File: src/rtl/iter_muldiv.sv
// Iterative radix-2 multiply/divide unit owning HI/LO, with a start/busy/done handshake.
// Optional MADD/MSUB accumulate ops are enabled by defining ITER_MULDIV_MACC_EN.
module iter_muldiv #(
   parameter int unsigned WIDTH = 32
) (
   input  logic             clk,
   input  logic             rst_n,
   input  logic             start,
   input  logic [2:0]       mdu_op,
   input  logic [WIDTH-1:0] opr1,
   input  logic [WIDTH-1:0] opr2,
   input  logic             abort,
   output logic             busy,
   output logic             done,
   output logic             div_zero,
   output logic [WIDTH-1:0] hi,
   output logic [WIDTH-1:0] lo
);

   localparam int unsigned CNT_W = $clog2(WIDTH + 1);
   localparam int unsigned ACC_W = 2 * WIDTH + 1;
   localparam int unsigned PRD_W = 2 * WIDTH;

   localparam logic [2:0] OP_MULT  = 3'b000;
   localparam logic [2:0] OP_MULTU = 3'b001;
   localparam logic [2:0] OP_DIV   = 3'b010;
   localparam logic [2:0] OP_DIVU  = 3'b011;
   localparam logic [2:0] OP_MTHI  = 3'b100;
   localparam logic [2:0] OP_MTLO  = 3'b101;
`ifdef ITER_MULDIV_MACC_EN
   localparam logic [2:0] OP_MADD  = 3'b110;
   localparam logic [2:0] OP_MSUB  = 3'b111;
`endif

   typedef enum logic [1:0] {
      S_IDLE,
      S_CALC,
      S_FIXUP,
      S_ACCUM
   } state_e;

   state_e           state_q, state_d;
   logic [CNT_W-1:0] cnt_q, cnt_d;
   logic [ACC_W-1:0] acc_q, acc_d;
   logic [WIDTH-1:0] opnd_q, opnd_d;
   logic [WIDTH-1:0] src1_q, src1_d;
   logic             is_div_q, is_div_d;
   logic             neg_q_q, neg_q_d;
   logic             neg_r_q, neg_r_d;
   logic             dz_q, dz_d;
   logic             macc_q, macc_d;
   logic             msub_q, msub_d;
   logic             busy_q, busy_d;
   logic             done_q, done_d;
   logic             div_zero_q, div_zero_d;
   logic [WIDTH-1:0] hi_q, hi_d;
   logic [WIDTH-1:0] lo_q, lo_d;

   // Operation decode and operand magnitudes (most-negative maps to 2^(WIDTH-1))
   logic             op_mul_c, op_div_c, op_macc_c, op_signed_c, s1_c, s2_c;
   logic [WIDTH-1:0] mag1_c, mag2_c;

   always_comb begin
      op_macc_c   = 1'b0;
`ifdef ITER_MULDIV_MACC_EN
      op_macc_c   = (mdu_op == OP_MADD) || (mdu_op == OP_MSUB);
`endif
      op_mul_c    = (mdu_op == OP_MULT) || (mdu_op == OP_MULTU);
      op_div_c    = (mdu_op == OP_DIV) || (mdu_op == OP_DIVU);
      op_signed_c = (mdu_op == OP_MULT) || (mdu_op == OP_DIV) || op_macc_c;
      s1_c        = op_signed_c & opr1[WIDTH-1];
      s2_c        = op_signed_c & opr2[WIDTH-1];
      mag1_c      = s1_c ? WIDTH'(-opr1) : opr1;
      mag2_c      = s2_c ? WIDTH'(-opr2) : opr2;
   end

   // One radix-2 step of shift-add multiply and restoring divide, plus result fixups
   logic [WIDTH:0]   mul_sum_c, div_rem_c, div_diff_c;
   logic [ACC_W-1:0] mul_next_c, div_sh_c, div_next_c;
   logic [PRD_W-1:0] prod_fix_c, macc_sum_c;
   logic [WIDTH-1:0] quo_fix_c, rem_fix_c;

   always_comb begin
      mul_sum_c  = acc_q[ACC_W-1:WIDTH] + (acc_q[0] ? {1'b0, opnd_q} : {(WIDTH+1){1'b0}});
      mul_next_c = {1'b0, mul_sum_c, acc_q[WIDTH-1:1]};
      div_sh_c   = {acc_q[ACC_W-2:0], 1'b0};
      div_rem_c  = div_sh_c[ACC_W-1:WIDTH];
      div_diff_c = div_rem_c - {1'b0, opnd_q};
      div_next_c = (div_rem_c >= {1'b0, opnd_q}) ?
                   {div_diff_c, div_sh_c[WIDTH-1:1], 1'b1} : div_sh_c;
      prod_fix_c = neg_q_q ? PRD_W'(-acc_q[PRD_W-1:0]) : acc_q[PRD_W-1:0];
      quo_fix_c  = neg_q_q ? WIDTH'(-acc_q[WIDTH-1:0]) : acc_q[WIDTH-1:0];
      rem_fix_c  = neg_r_q ? WIDTH'(-acc_q[PRD_W-1:WIDTH]) : acc_q[PRD_W-1:WIDTH];
      macc_sum_c = msub_q ? ({hi_q, lo_q} - acc_q[PRD_W-1:0])
                          : ({hi_q, lo_q} + acc_q[PRD_W-1:0]);
   end

   // Next-state and datapath control
   always_comb begin
      state_d    = state_q;
      cnt_d      = cnt_q;
      acc_d      = acc_q;
      opnd_d     = opnd_q;
      src1_d     = src1_q;
      is_div_d   = is_div_q;
      neg_q_d    = neg_q_q;
      neg_r_d    = neg_r_q;
      dz_d       = dz_q;
      macc_d     = macc_q;
      msub_d     = msub_q;
      busy_d     = busy_q;
      done_d     = 1'b0;
      div_zero_d = div_zero_q;
      hi_d       = hi_q;
      lo_d       = lo_q;

      case (state_q)
         S_IDLE: begin
            if (start) begin
               if (op_mul_c || op_div_c || op_macc_c) begin
                  state_d  = S_CALC;
                  busy_d   = 1'b1;
                  cnt_d    = CNT_W'(WIDTH);
                  is_div_d = op_div_c;
                  neg_q_d  = s1_c ^ s2_c;
                  neg_r_d  = s1_c;
                  dz_d     = op_div_c && (opr2 == '0);
                  macc_d   = op_macc_c;
                  msub_d   = mdu_op[0];
                  src1_d   = opr1;
                  opnd_d   = op_div_c ? mag2_c : mag1_c;
                  acc_d    = {{(WIDTH+1){1'b0}}, (op_div_c ? mag1_c : mag2_c)};
               end else begin
                  // Moves complete in one cycle; unsupported codes just acknowledge
                  done_d     = 1'b1;
                  div_zero_d = 1'b0;
                  if (mdu_op == OP_MTHI) hi_d = opr1;
                  if (mdu_op == OP_MTLO) lo_d = opr1;
               end
            end
         end

         S_CALC: begin
            if (abort) begin
               state_d = S_IDLE;
               busy_d  = 1'b0;
               cnt_d   = '0;
            end else begin
               acc_d = is_div_q ? div_next_c : mul_next_c;
               cnt_d = cnt_q - CNT_W'(1);
               if (cnt_q == CNT_W'(1)) state_d = S_FIXUP;
            end
         end

         S_FIXUP: begin
            if (abort) begin
               state_d = S_IDLE;
               busy_d  = 1'b0;
            end else if (macc_q) begin
               acc_d   = {1'b0, prod_fix_c};
               state_d = S_ACCUM;
            end else begin
               state_d    = S_IDLE;
               busy_d     = 1'b0;
               done_d     = 1'b1;
               div_zero_d = dz_q;
               if (!is_div_q) begin
                  {hi_d, lo_d} = prod_fix_c;
               end else if (dz_q) begin
                  hi_d = src1_q;
                  lo_d = '1;
               end else begin
                  hi_d = rem_fix_c;
                  lo_d = quo_fix_c;
               end
            end
         end

         S_ACCUM: begin
            state_d = S_IDLE;
            busy_d  = 1'b0;
            if (!abort) begin
               {hi_d, lo_d} = macc_sum_c;
               done_d       = 1'b1;
               div_zero_d   = 1'b0;
            end
         end

         default: begin
            state_d = S_IDLE;
            busy_d  = 1'b0;
         end
      endcase
   end

   always_ff @(posedge clk or negedge rst_n) begin
      if (!rst_n) begin
         state_q    <= S_IDLE;
         cnt_q      <= '0;
         acc_q      <= '0;
         opnd_q     <= '0;
         src1_q     <= '0;
         is_div_q   <= 1'b0;
         neg_q_q    <= 1'b0;
         neg_r_q    <= 1'b0;
         dz_q       <= 1'b0;
         macc_q     <= 1'b0;
         msub_q     <= 1'b0;
         busy_q     <= 1'b0;
         done_q     <= 1'b0;
         div_zero_q <= 1'b0;
         hi_q       <= '0;
         lo_q       <= '0;
      end else begin
         state_q    <= state_d;
         cnt_q      <= cnt_d;
         acc_q      <= acc_d;
         opnd_q     <= opnd_d;
         src1_q     <= src1_d;
         is_div_q   <= is_div_d;
         neg_q_q    <= neg_q_d;
         neg_r_q    <= neg_r_d;
         dz_q       <= dz_d;
         macc_q     <= macc_d;
         msub_q     <= msub_d;
         busy_q     <= busy_d;
         done_q     <= done_d;
         div_zero_q <= div_zero_d;
         hi_q       <= hi_d;
         lo_q       <= lo_d;
      end
   end

   assign busy     = busy_q;
   assign done     = done_q;
   assign div_zero = div_zero_q;
   assign hi       = hi_q;
   assign lo       = lo_q;

endmodule

File: config.mk
export PLATFORM = sky130hd
export DESIGN_NAME = iter_muldiv
export DESIGN_NICKNAME = d
export VERILOG_FILES = /design/src/rtl/iter_muldiv.sv
export SDC_FILE = /design/constraint.sdc
export NUM_CORES = 1
export LEC_CHECK = 0
export CAP_MARGIN = 30
export CORE_MARGIN = 1
export CORE_UTILIZATION = 35
export CTS_CLUSTER_DIAMETER = 30
export DETAILED_ROUTE_END_ITERATION = 16
export GPL_TIMING_DRIVEN = 0
export HOLD_SLACK_MARGIN = 0.1
export SETUP_SLACK_MARGIN = 0.4
export SYNTH_ARGS = -nofsm -noshare
export SYNTH_HDL_FRONTEND = slang
export SYNTH_SLANG_ARGS = --single-unit
File: constraint.sdc
create_clock -name clk -period 13.95 [get_ports clk]
set_input_delay 2.79 -clock clk [delete_from_list [all_inputs] [get_ports clk]]
set_output_delay 2.79 -clock clk [all_outputs]
set_load 0.01 [all_outputs]
Word-level counts from Yosys, hierarchy flattened. Cells that the tools add are included.

Bits in registers: 209. Bits in latches: 0. Memory bits (writable): 0. Memory bits (read-only): 0. Input bits: 71. Memories kept: 0.

Add/subtract/negate cells: 10. Multiply operators: 0. Divide/modulo/power cells: 0. $lt $le $gt $ge: 1. Equality and inequality tests: 19. Shift-type cells: 0. Multiplexer cells: 53. Bitwise logic cells: 4. Reduce and logical (&&, ||, !) cells: 20.

Operator list (number): 32-bit two-way mux (21); 65-bit two-way mux (5); 32-bit case mux with 3 select lines (2); 65-bit case mux with 2 select lines (1); 64-bit two-way mux (2); 32-bit negation (4); 64-bit adder (1); 64-bit negation (1); 64-bit subtractor (1); 33-bit by 32-bit adder with 33-bit output (1); 33-bit by 32-bit >= comparator with 1-bit output (1); 33-bit by 32-bit subtractor with 33-bit output (1); 32-bit zero test (1); 6-bit two-way mux (3); 2-bit != test (second input constant) (9); 6-bit AND reduction (3); 6-bit case mux with 2 select lines (1); 3-bit AND reduction (4); 1-bit two-way mux (10); 2-bit two-way mux (4); 3-bit by 2-bit == test with 1-bit output (second input constant) (2); 3-bit == test (second input constant) (2); 6-bit by 1-bit == test with 1-bit output (second input constant) (1); 1-bit case mux with 3 select lines (2); other kinds (18) (24).

Logic depth before layout (Yosys ltp).
Depth in word-level cells: 8. Gate-level depth with buffers: 24. Depth with buffers taken out: 20.

Least setup slack after synthesis. No wires, ideal clock.

Kind: register to register. Start point: register acc_q[0]. End point: register hi_q[17], in the netlist hi[17]. Data arrival time: 5.802 ns. Required time: 13.818 ns. Path slack: 8.016 ns. Cell stages (with the launch flop): 22. Path buffers: 3. Period minus slack after synthesis: 5.934 ns. Cell sequence: dfrtp_1 > inv_1 > buf_1 > ha_1 > or4b_4 > or4_1 > buf_2 > or4_1 > nor3_1 > a21oi_1 > xnor2_1 > ha_1 > clkbuf_1 > nand2_1 > or4_1 > a2111oi_0 > o21ai_1 > o311ai_2 > a31oi_1 > xnor2_1 > a2111oi_0 > nor2_1.

Longest elaborated chain between the ends: 5. Elaborated cells on any way between the ends: 9. Classes of those cells: 3 x add/sub; 6 x mux.

Ends and longest elaborated chain: from (decl) (RTL line 44) `logic [ACC_W-1:0] acc_q, acc_d;`; from (signal assigned) (RTL line 200) `acc_q <= '0;`; from (signal assigned) (RTL line 217) `acc_q <= acc_d;`; 64-bit negation (RTL line 91) `prod_fix_c = neg_q_q ? PRD_W'(-acc_q[PRD_W-1:0]) : acc_q[PRD_W-1:0];`; 64-bit two-way mux (RTL line 91); 32-bit two-way mux (RTL line 167) `if (!is_div_q) begin`; 32-bit two-way mux (RTL line 156) `if (abort) begin`; 32-bit case mux with 3 select lines * (RTL line 117) `case (state_q)`; to (signal assigned) (RTL line 229) `hi_q <= hi_d;`; to (decl) (RTL line 56) `logic [WIDTH-1:0] hi_q, hi_d;`.

Every way passes the cells marked *; elsewhere a longest branch is shown, timed or not. The select of a mux whose other input is x is not followed. A chain may end at the register's enable or synchronous reset.

Worst setup path in the final report. Ends and elaborated chain as after synthesis.

==> run_results.csv <==
group,metric,value,unit
logic_synthesis,ys_warn_count,0,
logic_synthesis,syn_avg_cell_area,7.26,um2
grt,grt_overflow,0,
setup_path,cp-end-kind,"register",
logic_synthesis,ys_types,93,
logic_synthesis,syn_inst,3119,
setup_path,arrival,8.29,ns
logic_synthesis,ys_ff_latch,209,
placed_design,dpl_cell_area,25100,um2
setup_path,cp-start-kind,"register",
die,core,63500,um2
grt,grt_max_degree,87,
clocking,cts_resized,0,
sta,report.final.slew_viol_count,0,
die,die_h,256,um
clocking,clk_root_buffer_cell,"clkbuf_16",
die,start_util,35.7,%
sta,period_share,56.1,%
grt,grt_pass1_wl,154,mm
clocking,cts.hold.buffers_added,0,
cells_and_area,final_cell_mix,"463 x nand2_1, 305 x nor2_1, 275 x o21ai_0",
sta,holdWs,0.476,ns
detailed_routing,detail-route-antenna-nets,0,
sta,grt_setup_unrepaired,"no",
die,ios,138,
sta,setup-violations-final,0,
logic_synthesis,syn-num-nets,3326,
run_status,status,"completed",
die,dieWidth,256,um
cells_and_area,diodes,0,
clocking,cts_tree,"yes",
sta,setup_slack,6.13,ns
cells_and_area,finish.net_count,3532,
clocking,cts.clk_slew.worst_paths,0.04,ns
setup_path,crit_type,"reg -> reg",
worst_hold_path,hold_path_class,"reg -> reg",
cells_and_area,finalInstanceArea,27600,um2
pwr,irDropWorstVdd,0.000102,V
logic_synthesis,ys.flop_type,"dfrtp_1",
cells_and_area,layout-drive-gt1-share,5.06,%
detailed_routing,drc_errors,0,
detailed_routing,finalWirelength,105,mm
setup_path,path_max_fanout,10,
detailed_routing,vias,25387,
setup_path,required,14.41,ns
flow_run,drv_cap,0,
grt,grt_pass1_vias,23809,
sta,slew_headroom,25.1,%
clocking,clock-sinks,209,
die,die_area,65800,um2
clocking,cts.path.max_buffers,3,
sta,fmax,128,MHz
die,rows,92,
sta,tightest_slew,1.12,ns
logic_synthesis,netlist_area,22700,um2
clocking,cts_buffers,69,
placed_design,gp_congestion,0.998,
detailed_routing,wl_per_cell,24.8,um
grt,grtUsageTotal,30.8,%
detailed_routing,firstDrtPassIters,9,
placed_design,io_buffers,131,
clocking,insertion_delay,0.61,ns
pwr,power_per_cell_area,249,nW/um2
logic_synthesis,async_flop_share,100,%
detailed_routing,vias_per_cell,6.01,
cells_and_area,fill_cells,6563,
cells_and_area,layout_commonest_cell,"nand2_1",
grt,antenna_found_initial,1,
sta,fin_skew,0.0241,ns
sta,finalSetupTns,0,ns
cells_and_area,syn2layout_area_growth,21.8,%
logic_synthesis,synth_edf_count,0,
placed_design,post-place-ws,6.43,ns
sta,finalHoldViolations,0,
placed_design,dp.final_hpwl,81.8,mm
detailed_routing,drt_iter0_drc,3113,
sta,min_period,7.82,ns
clocking,htreeDepth,3,
logic_synthesis,ys_seq_area_share,23.1,%
clocking,post_cts_buffers,0,
pwr,p_leak,0.0113,uW
[metrics by stage]
stage,util (%),power (uW),cells
after global placement,39.4,5060,4096
after floorplan,-,3800,3119
after CTS,43.4,6740,4223
after global routing,43.4,7270,4223
after detailed placement,39.5,5040,4100
final,43.4,6870,4223
[worst max-delay path, cell delays in order (launching register included)]
cell and delay (ns):
dfrtp_1 0.52, inv_1 0.35, buf_1 0.60, ha_1 0.39
or4b_4 0.52, or4_1 0.47, buf_2 0.21, or4_1 0.51
nor3_1 0.21, a21oi_1 0.12, xnor2_1 0.22, ha_1 0.32
clkbuf_1 0.27, nand2_1 0.13, or4_1 0.54, a2111oi_0 0.32
buf_1 0.24, o21ai_1 0.15, o311ai_2 0.45, a31oi_1 0.27
xnor2_1 0.22, a2111oi_0 0.57, nor2_1 0.07
[Yosys cell counts, drive strengths merged, types with 27 or more instances]
master  number  area [um2]
nand2      463        1740
nor2       305        1140
o21ai      299        1500
a21oi      263        1320
xnor2      213        1870
dfrtp      209        5230
clkbuf     182         684
ha         133        1660
xor2       106         928
inv         91         342
mux2i       63         631
nor3        61         332
a31oi       58         363
a21o        48         360
buf         41         196
nand3       41         205
o22ai       36         225
nand2b      34         220
nor2b       34         213
nand4       30         188
nor4        28         196
o21bai      28         210
o31ai       27         208
[worst paths after layout]
path / slack, ns / startpoint / cells after the start / to
worst max-delay path: 6.13 / acc_q[0] / 22 / hi[17]
worst min-delay path: 0.48 / src1_q[29] / 2 / src1_q[29]
worst max register to register: 6.13 / acc_q[0] / 22 / hi[17]
worst min register to register: 0.48 / src1_q[29] / 2 / src1_q[29]
max in group asynchronous: 10.97 / rst_n / 2 / acc_q[60]
min in group asynchronous: 2.10 / rst_n / 1 / lo[12]
[flip-flops by register name (all words and copies together) (netlist names)]
register	cells
dz_q	1
hi	32
acc_q	65
src1_q	32
busy	1
state_q	2
msub_q	1
lo	32
is_div_q	1
done	1
neg_r_q	1
cnt_q	6
neg_q_q	1
opnd_q	32
div_zero	1
[final cells by class]
cell class                      instances  area, um2  share of cell area (%)
Multi-Input combinational cell       2596      16200                    58.8
Inverter                               91        342                    1.24
Tap cell                              846       1060                    3.84
Clock buffer                           87       1880                    6.83
Sequential cell                       209       5230                    19.0
Buffer                                223        881                    3.19
Timing Repair Buffer                  135       1390                    5.03
Clock inverter                         36        597                    2.16
[routing by layer]
| layer | up-vias | GRT usage, % | part of all wire [%] |
|---|---|---|---|
| li1 | 11550 | - | - |
| met1 | 12053 | 40.8 | 41 |
| met2 | 1479 | 47.6 | 44 |
| met3 | 303 | 5.48 | 9.9 |
| met4 | 2 | 16.4 | 5.6 |
| met5 | - | 0 | 0.013 |
[where the power goes]
group          leakage (uW)  internal (uW)  switching (uW)
combinational       0.00750           1530            2680
clock               0.00121           1180             493
sequential          0.00260            805             188
[cell families (layout without fill, tap and decap cells)]
logic type	Yosys count	count (layout)	share of synthesized area, %
buffers and inverters	314	572	5.40
DFF	209	209	23.1
xor gates and xnor gates	319	319	12.3
AOI/OAI and AO/OA	973	973	26.5
and+or+nand+nor	1100	1100	22.1
adders and majority gates	136	136	7.61
muxes	68	68	3.03
Note: power is estimated with default switching activity, not from simulation.
